--- config.mk ---
export PLATFORM = sky130hd
export DESIGN_NAME = wav_sat_cnt
export DESIGN_NICKNAME = d
export VERILOG_FILES = /design/src/rtl/wav_sat_cnt.sv
export SDC_FILE = /design/constraint.sdc
export NUM_CORES = 1
export LEC_CHECK = 0
export BUFFER_PORTS_ARGS = -buffer_cell sky130_fd_sc_hd__clkbuf_2
export CELL_PAD_IN_SITES_DETAIL_PLACEMENT = 1
export CELL_PAD_IN_SITES_GLOBAL_PLACEMENT = 1
export CORE_ASPECT_RATIO = 0.9
export CORE_MARGIN = 2
export CORE_UTILIZATION = 42
export CTS_CLUSTER_DIAMETER = 200
export CTS_CLUSTER_SIZE = 40
export DETAILED_ROUTE_END_ITERATION = 10
export HOLD_SLACK_MARGIN = 0.06
export PLACE_DENSITY_LB_ADDON = 0.1
export SYNTH_ARGS = -nofsm -noshare
export SYNTH_HDL_FRONTEND = slang
export SYNTH_SLANG_ARGS = --single-unit
--- constraint.sdc ---
create_clock -name clk -period 2.6 [get_ports clk]
set_input_delay 0.13 -clock clk [delete_from_list [all_inputs] [get_ports clk]]
set_output_delay 0.13 -clock clk [all_outputs]
set_load 0.01 [all_outputs]
--- src/rtl/wav_sat_cnt.sv ---
// wav_sat_cnt: CW-bit counter with sync clear (priority) and increment that sticks at all-ones; ports clk, rst_n, i_clr, i_inc, o_cnt
module wav_sat_cnt #(
  parameter int CW = 16
) (
  input  logic          clk,
  input  logic          rst_n,
  input  logic          i_clr,
  input  logic          i_inc,
  output logic [CW-1:0] o_cnt
);
  logic [CW-1:0] r_cnt;
  always_ff @(posedge clk or negedge rst_n)
    if (!rst_n) r_cnt <= '0;
    else if (i_clr) r_cnt <= '0;
    else if (i_inc && !(&r_cnt)) r_cnt <= r_cnt + 1'b1;
  assign o_cnt = r_cnt;
endmodule

==> impl_metrics.yaml, run 1 <==
floorplanning:
  die_height_um: 48.39
  fp-row-count: 16
  die_w_um: 53.33
  die-area_um2: 2580
  start_util: 0.4334
  pin_count: 20
  coreArea_um2: 2122
grt:
  met1_usage: 0.3026
  grt_overflow: 0
  antenna_found_initial: 0
  grt.met3_usage: 0.06481
  grt_use_met2: 0.2922
  track_usage: 0.2076
  grt-busiest-layer: "met1"
  grt_pass1_wl_um: 3926
  grt_pass1_vias: 800
  grt_max_degree: 20
finish:
  drive_gt1_frac: 0.2821
  syn2layout_area_growth_pct: 18.23
  largest_register_ff_count: 16
  fin_area_um2: 1087
  design.final.nets: 123
  antennaDiodeCount: 0
placement:
  finalWeightedCongestion: 0.8488
  numPortBuffers: 19
  dpl.hpwl_um: 1652
  placed_cell_area_um2: 1041
synth:
  ys_seq_area_frac: 0.4354
  synth_top_family_by_area: "simple AND/OR/NAND/NOR gates"
  syn_area_per_cell_um2: 9.680
  synthFlopType: "dfrtp_1"
  synthMuxAreaShare: 0.05034
  synthesis.area_um2: 919.6
  async_reset_ff_frac: 1.000
  ys_ff_latch: 16
  synthAdderAreaFrac: 0.01361
  synth_nets: 100
  synth_xor_area_frac: 0.009524
  postSynthCellCount: 95
  synth_edf_count: 0
  yosysWarningCount: 0
  synth-compound-area-share: 0.1551
  synth_cell_types: 36
  synthSimpleGateAreaFrac: 0.3197
route:
  vias: 813
  drtAntennaViolNets: 0
  drt_first_pass_iters: 4
  drtIter0Drc: 9
  routed_wl_um: 2224
  drc: 0
  viasPerCell: 5.646
  wl_per_cell_um: 15.44
run_status:
  status: "complete, no violations"
pwr:
  sw_frac_of_total: 0.2307
  p_total_w: 0.0004535
  peakVddDrop_mv: 0.3483
  seqPwrFrac: 0.563
  p_int_w: 0.0003489
  p_clk_frac: 0.372
  cellPowerDensity_nw_per_um2: 417.1
  p_leak_nw: 0.4841
  p_sw_w: 0.0001046
  p_comb_frac: 0.065
timing:
  finalCritPeriodShare: 0.6435
  max_clock_freq_ghz: 0.5977
  rsz0062_at_grt: "no"
  clock_skew_ns: 0.004373
  final_max_slew_viol_count: 0
  hold_viol: 0
  finalSetupTns_ns: 0
  worst_pin_slew_ns: 0.4135
  slew_headroom: 0.7218
  setup_viol: 0
  post-route-min-period_ns: 1.673
clock_tree:
  cts_tree: "yes"
  cts_max_path_buffers: 2
  clock_latency_ns: 0.29
  h-tree-depth: 1
  numCtsBuffers: 3
  cts.clk_slew.worst_paths_ns: 0.10
  cts_num_sinks: 16
  cts_root_buffer: "clkbuf_4"
  cts_hold_buffers: 1
  cts_setup_buffers: 0
  cts_resized: 0
setup_path:
  crit_path_max_fanout: 7
  arrival_ns: 1.86
  crit_required_ns: 2.78
  crit_type: "flop to flop"
  endpoint_kind: "flop"
  startpoint_type: "flop"
run:
  maxCapViolations: 0
hold_path:
  min_path_type: "input port to flop"
==> per-layer routing <==
layer	wire, µm	part of all wire
met5	0	0
met4	38	0.017
met3	80	0.036
met2	1019	0.46
met1	1085	0.49
==> cells in the mapped netlist (all sizes together), types with 3 or more instances <==
cell,count,share of area
a21oi,8,0.044
nand2,7,0.029
dfrtp,16,0.44
nand3,5,0.041
nor2,8,0.033
nor3,4,0.034
o31ai,3,0.024
or3,4,0.027
a31oi,3,0.020
o21ai,4,0.022
nand2b,3,0.020
and2,3,0.020
==> through the flow <==
stage	setup slack [ns]	hold WS (ns)	instances	util
finish	0.9269	0.2654	144	0.5124
global route	0.7634	0.2855	144	0.5124
CTS	0.8891	0.2634	144	0.5124
detailed placement	0.9210	0.08619	139	0.4906
global placement	0.8994	0.08553	139	0.4906
floorplan	1.074	-0.1656	95	-
==> placed cells by master (no fill, tap or decap), types with 2 or more instances in the layout <==
master     n
nand2b_1   3
nor2_1     8
nor3_1     3
and2_1     3
dfrtp_1   16
inv_1      2
nand3_1    4
or3_1      4
or4_1      2
nand2_1    7
a31oi_1    3
a21oi_1    8
clkbuf_2  19
o21ai_0    4
clkbuf_4   3
o31ai_1    3
mux2i_1    2
nor2b_1    2
==> logic make-up after synthesis <==
logic type	count (synthesis)
AND/OR/NAND/NOR	47
AO/OA/AOI/OAI	22
flip-flops	16
buffers and inverters	4
multiplexers	4
XOR/XNOR	1
adder cells (fa/ha/maj)	1
==> cell type report <==
cell class / count / area [µm²]
Sequential cell: 16 / 400.4
Fill cell: 267 / 1035
Clock buffer: 4 / 36.28
Inverter: 2 / 7.507
Multi-Input combinational cell: 75 / 504.2
Timing Repair Buffer: 20 / 105.1
Tap cell: 27 / 33.78
==> power groups by stage <==
stage	clock network [W]	registers, W	logic (W)
3_5_place_dp	0	0.000260	0.0000297
2_1_floorplan	0	0.000261	0.0000143
4_1_cts	0.000175	0.000255	0.0000308
6_report	0.000169	0.000255	0.0000295
5_1_grt	0.000188	0.000256	0.0000343
3_3_place_gp	0	0.000260	0.0000292
==> final timing paths <==
path | cells after the start | slack, ns | start | to
max | 4 | 0.93 | o_cnt[12] | o_cnt[0]
min | 2 | 0.27 | i_clr | o_cnt[14]
max reg2reg | 4 | 0.93 | o_cnt[12] | o_cnt[0]
min reg2reg | 2 | 0.59 | o_cnt[15] | o_cnt[15]
max in group asynchronous | 2 | 2.03 | rst_n | o_cnt[5]
min in group asynchronous | 2 | 0.28 | rst_n | o_cnt[3]
==> critical path, stage by stage, from the launching register on <==
cell and delay [ns]:
dfrtp_1 0.44, nand4_1 0.30, nor3_4 0.38, a21boi_2 0.13
mux2_4 0.31
(Power assumes the default switching activity.)
==> inputs of run 2 (changes only) <==
Settings changed: CORE_UTILIZATION 42 to 36.
Clock period 2.6 ns to 1.3 ns, I/O delays scaled along.
==> impl_metrics.yaml, run 2 (same netlist as run 1, synthesis figures left out) <==
route:
  wl_per_cell_um: 21.34
  drt_first_pass_iters: 4
  vias: 1091
  drtIter0Drc: 27
  drtAntennaViolNets: 0
  viasPerCell: 5.772
  routed_wl_um: 4034
  drc: 0
clock_tree:
  cts_root_buffer: "clkbuf_4"
  cts_num_sinks: 16
  cts.clk_slew.worst_paths_ns: 0.11
  h-tree-depth: 1
  cts_max_path_buffers: 2
  cts_tree: "yes"
  clock_latency_ns: 0.31
  numCtsBuffers: 3
finish:
  largest_register_ff_count: 16
  final_cell_mix: "37 x buf_4, 19 x clkbuf_2, 8 x dfrtp_2, 8 x dfrtp_1, 7 x buf_6"
  design.final.nets: 167
  drive_gt1_frac: 0.6832
  final_common_cell: "buf_4"
  syn2layout_area_growth_pct: 75.78
  antennaDiodeCount: 0
  fin_area_um2: 1617
floorplanning:
  die_height_um: 51.95
  pin_count: 20
  die_w_um: 57.28
  fp-row-count: 17
  start_util: 0.3760
  die-area_um2: 2975
  coreArea_um2: 2446
hold_path:
  whs_path_depth: 2
  min_path_type: "input port to flop"
  hold_end: "o_cnt[15]"
  hold_start: "i_clr"
setup_path:
  startpoint_type: "flop"
  crit_path_max_fanout: 5
  crit_type: "flop to flop"
  reg2reg_to: "o_cnt[4]"
  reg2reg_from: "o_cnt[12]"
  crit_required_ns: 1.51
  endpoint_kind: "flop"
  reg2reg_depth: 6
  arrival_ns: 1.78
  worst-r2r-setup-slack_ns: -0.27
grt:
  grt_max_degree: 20
  grt_pass1_wl_um: 5278
  antenna_found_initial: 0
  track_usage: 0.2392
  grt_pass1_vias: 1060
  grt_overflow: 0
pwr:
  peakVddDrop_mv: 0.5752
  p_leak_nw: 0.7697
  cellPowerDensity_nw_per_um2: 604.8
timing:
  final_max_slew_viol_count: 0
  max_clock_freq_ghz: 0.6367
  setup_viol: 17
  fin_ws_ns: -0.2705
  finalCritPeriodShare: 1.208
  rsz0062_at_grt: "yes"
  slew_headroom: 0.7019
  hold_viol: 0
  clock_skew_ns: 0.01529
  worst_pin_slew_ns: 0.4472
  post-route-min-period_ns: 1.571
placement:
  numPortBuffers: 19
  placed_cell_area_um2: 1294
  dpl.hpwl_um: 2084
  finalWeightedCongestion: 0.8263
  pre_cts_ws_ns: -0.2586
run_status:
  violations: "negative setup slack"
  status: "finished, violations left"
run:
  maxCapViolations: 0
[run 2: how the worst max path moves through the flow]
stage / startpoint / to / slack [ns] / depth (start not counted)
2_1_floorplan: o_cnt[12] / o_cnt[0] / -0.21 / 4
3_3_place_gp: o_cnt[0] / o_cnt[9] / -0.20 / 5
3_5_place_dp: o_cnt[0] / o_cnt[9] / -0.26 / 5
4_1_cts: o_cnt[0] / o_cnt[14] / -0.21 / 5
5_1_grt: o_cnt[13] / o_cnt[4] / -0.33 / 6
6_report: o_cnt[12] / o_cnt[4] / -0.27 / 6
[run 2: final cells by class]
type,instances,area [µm²]
clock buffers,4,36.28
well taps,28,35.03
inverters,2,10.01
multi-input cells,75,663.1
fillers,278,829.5
repair buffers,64,461.7
flip-flops and latches,16,410.4
[run 2: report_power, final]
group          total, W  switching (W)  internal [W]
clock network  0.000359       0.000187      0.000171
registers      0.000514     0.00000998      0.000504
logic          0.000105      0.0000548     0.0000503
total          0.000978       0.000252      0.000725
[run 2: stage by stage]
step / utilization / power, W / std cells / hold slack, ns / TNS, ns
final: 0.6609 / 0.0009777 / 189 / 0.2011 / -3.220
after global routing: 0.6609 / 0.001014 / 189 / 0.2215 / -4.357
after CTS: 0.6113 / 0.0009581 / 183 / 0.1876 / -2.302
after detailed placement: 0.5289 / 0.0005951 / 170 / 0.01920 / -2.472
after global placement: 0.5289 / 0.0005921 / 170 / 0.01747 / -1.792
after floorplan: - / 0.0005521 / 95 / -0.2306 / -1.253
[run 2: worst max-delay path: stages, from the launching register on]
cell	delay, ns
dfrtp_1	0.37
nand4_1	0.11
buf_6	0.16
nor4_4	0.37
buf_4	0.20
nor2_2	0.04
nor3_1	0.21
[run 2: layer usage]
metal	up-vias	track usage	wire, µm
li1	486	-	-
met1	560	0.3050	1838
met2	33	0.4215	1927
met3	12	0.05473	172
met4	0	0.03876	95
met5	-	0	0
[run 2: timing repair]
action / CTS / global route
endpoints found under the hold margin: 16 / 0
hold buffers: 1 / 0
resized for setup: 23 / 22
setup endpoints to repair: 16 / 16
buffers inserted: 8 / 6
pin swaps: 21 / 12
==> inputs of run 3 (changes only) <==
Settings changed: PLACE_DENSITY set to 0.77, PLACE_DENSITY_LB_ADDON 0.1 to not set.
==> impl_metrics.yaml, run 3 (same netlist as run 1, synthesis figures left out) <==
hold_path:
  hold_start: "i_clr"
  whs_path_depth: 2
  hold_end: "o_cnt[14]"
  min_path_type: "input port to flop"
setup_path:
  reg2reg_depth: 4
  crit_type: "flop to flop"
  worst-r2r-setup-slack_ns: -0.26
  arrival_ns: 1.80
  reg2reg_from: "o_cnt[0]"
  path_cells: "and4_4, nand3_4, or4_1, a21oi_2"
  endpoint_kind: "flop"
  crit_path_top_delay_cell: "or4_1"
  slowest_delay_ns: 0.50
  cp_num_buf_inv: 0
  startpoint_type: "flop"
  crit_path_max_fanout: 5
  crit_family: "simple AND/OR/NAND/NOR gates"
  crit_required_ns: 1.54
  reg2reg_to: "o_cnt[15]"
placement:
  pre_cts_ws_ns: -0.2655
  finalWeightedCongestion: 0.7628
  placed_cells: 169
  dpl.hpwl_um: 2129
  numPortBuffers: 19
  placed_cell_area_um2: 1286
finish:
  seq_area_um2: 406.6
  largest_register_ff_count: 16
  final_common_cell: "buf_4"
  final_cell_count_no_fill: 187
  antennaDiodeCount: 0
  final_cell_mix: "35 x buf_4, 19 x clkbuf_2, 11 x dfrtp_1"
  fin_util: 0.6363
  fin_area_um2: 1556
  design.final.nets: 165
  multi_input_area_um2: 634.4
  drive_gt1_frac: 0.6289
  num-fill-cells: 278
  syn2layout_area_growth_pct: 69.25
clock_tree:
  cts_root_buffer: "clkbuf_4"
  cts_max_path_buffers: 2
  h-tree-depth: 1
  cts.clk_slew.worst_paths_ns: 0.10
  clock_latency_ns: 0.31
  cts_tree: "yes"
  numCtsBuffers: 3
  cts_num_sinks: 16
route:
  vias: 1026
  drt_first_pass_iters: 4
  wl_per_cell_um: 19.88
  drtIter0Drc: 18
  drtAntennaViolNets: 0
  drc: 0
  routed_wl_um: 3717
  viasPerCell: 5.487
floorplanning:
  die_w_um: 57.28
  pin_count: 20
  start_util: 0.3760
  coreArea_um2: 2446
  fp-row-count: 17
  die-area_um2: 2975
  die_height_um: 51.95
timing:
  finalCritPeriodShare: 1.198
  rsz0062_at_grt: "yes"
  worst_pin_slew_ns: 0.4337
  slew_headroom: 0.7109
  max_clock_freq_ghz: 0.6421
  final_max_slew_viol_count: 0
  fin_ws_ns: -0.2574
  clock_skew_ns: 0.008237
  hold_viol: 0
  setup_viol: 18
  post-route-min-period_ns: 1.557
grt:
  grt_pass1_wl_um: 5333
  grt_overflow: 0
  antenna_found_initial: 0
  track_usage: 0.2501
  grt_max_degree: 20
  grt_pass1_vias: 1049
pwr:
  cellPowerDensity_nw_per_um2: 585.5
  p_leak_nw: 0.7409
  peakVddDrop_mv: 0.5593
run:
  maxCapViolations: 0
run_status:
  violations: "negative setup slack"
  status: "finished, violations left"
==> run 3: changes by cell type in the layout (fill, tap and decap cells not counted), sizes merged <==
cell	change
buf	-2
==> run 3: power breakdown <==
group	internal, W	switching (W)
logic	0.0000466	0.0000535
registers	0.000503	0.0000105
clock network	0.000120	0.000178
==> run 3: what timing repair did <==
item,in CTS,in global routing
setup endpoints to repair,16,16
endpoints found under the hold margin,16,0
buffers inserted,5,9
hold buffers,1,0
resized for setup,22,11
pin swaps,16,13
==> run 3: stage by stage <==
| stage | power, W | hold WS, ns | TNS, ns |
|---|---|---|---|
| after floorplan | 0.0005521 | -0.2306 | -1.253 |
| after global placement | 0.0005874 | 0.01798 | -0.9912 |
| after detailed placement | 0.0005923 | 0.03166 | -2.055 |
| after CTS | 0.0008990 | 0.1861 | -2.106 |
| after global routing | 0.0009448 | 0.2058 | -3.694 |
| final | 0.0009114 | 0.1908 | -2.619 |
==> run 3: final cells by class <==
cell class / count / area share
Multi-Input combinational cell: 75 / 0.4076
Timing Repair Buffer: 62 / 0.2870
Sequential cell: 16 / 0.2613
Tap cell: 28 / 0.02251
Clock buffer: 4 / 0.01688
Inverter: 2 / 0.004823
==> run 3: layer usage <==
| metal | routed length, µm | part of all wire | vias up | track usage |
|---|---|---|---|---|
| met4 | 150 | 0.040 | 0 | 0.09302 |
| met3 | 141 | 0.038 | 13 | 0.06716 |
| met1 | 1401 | 0.38 | 505 | 0.2671 |
| met2 | 2024 | 0.54 | 28 | 0.4713 |
| met5 | 0 | 0 | - | 0 |
| li1 | - | - | 480 | - |
==> run 3: how the worst max path moves through the flow <==
stage	depth (start not counted)	to	startpoint
global placement	5	o_cnt[15]	o_cnt[0]
global route	5	o_cnt[15]	o_cnt[1]
detailed placement	5	o_cnt[15]	o_cnt[0]
finish	4	o_cnt[15]	o_cnt[0]
CTS	5	o_cnt[15]	o_cnt[1]
floorplan	4	o_cnt[0]	o_cnt[12]
==> run 3: worst reg2reg max path: cells and delay by family, from the launching register on <==
kind / cells / cell delay (ns)
compound gates: 1 / 0.15
flops: 1 / 0.46
simple gates: 3 / 0.88
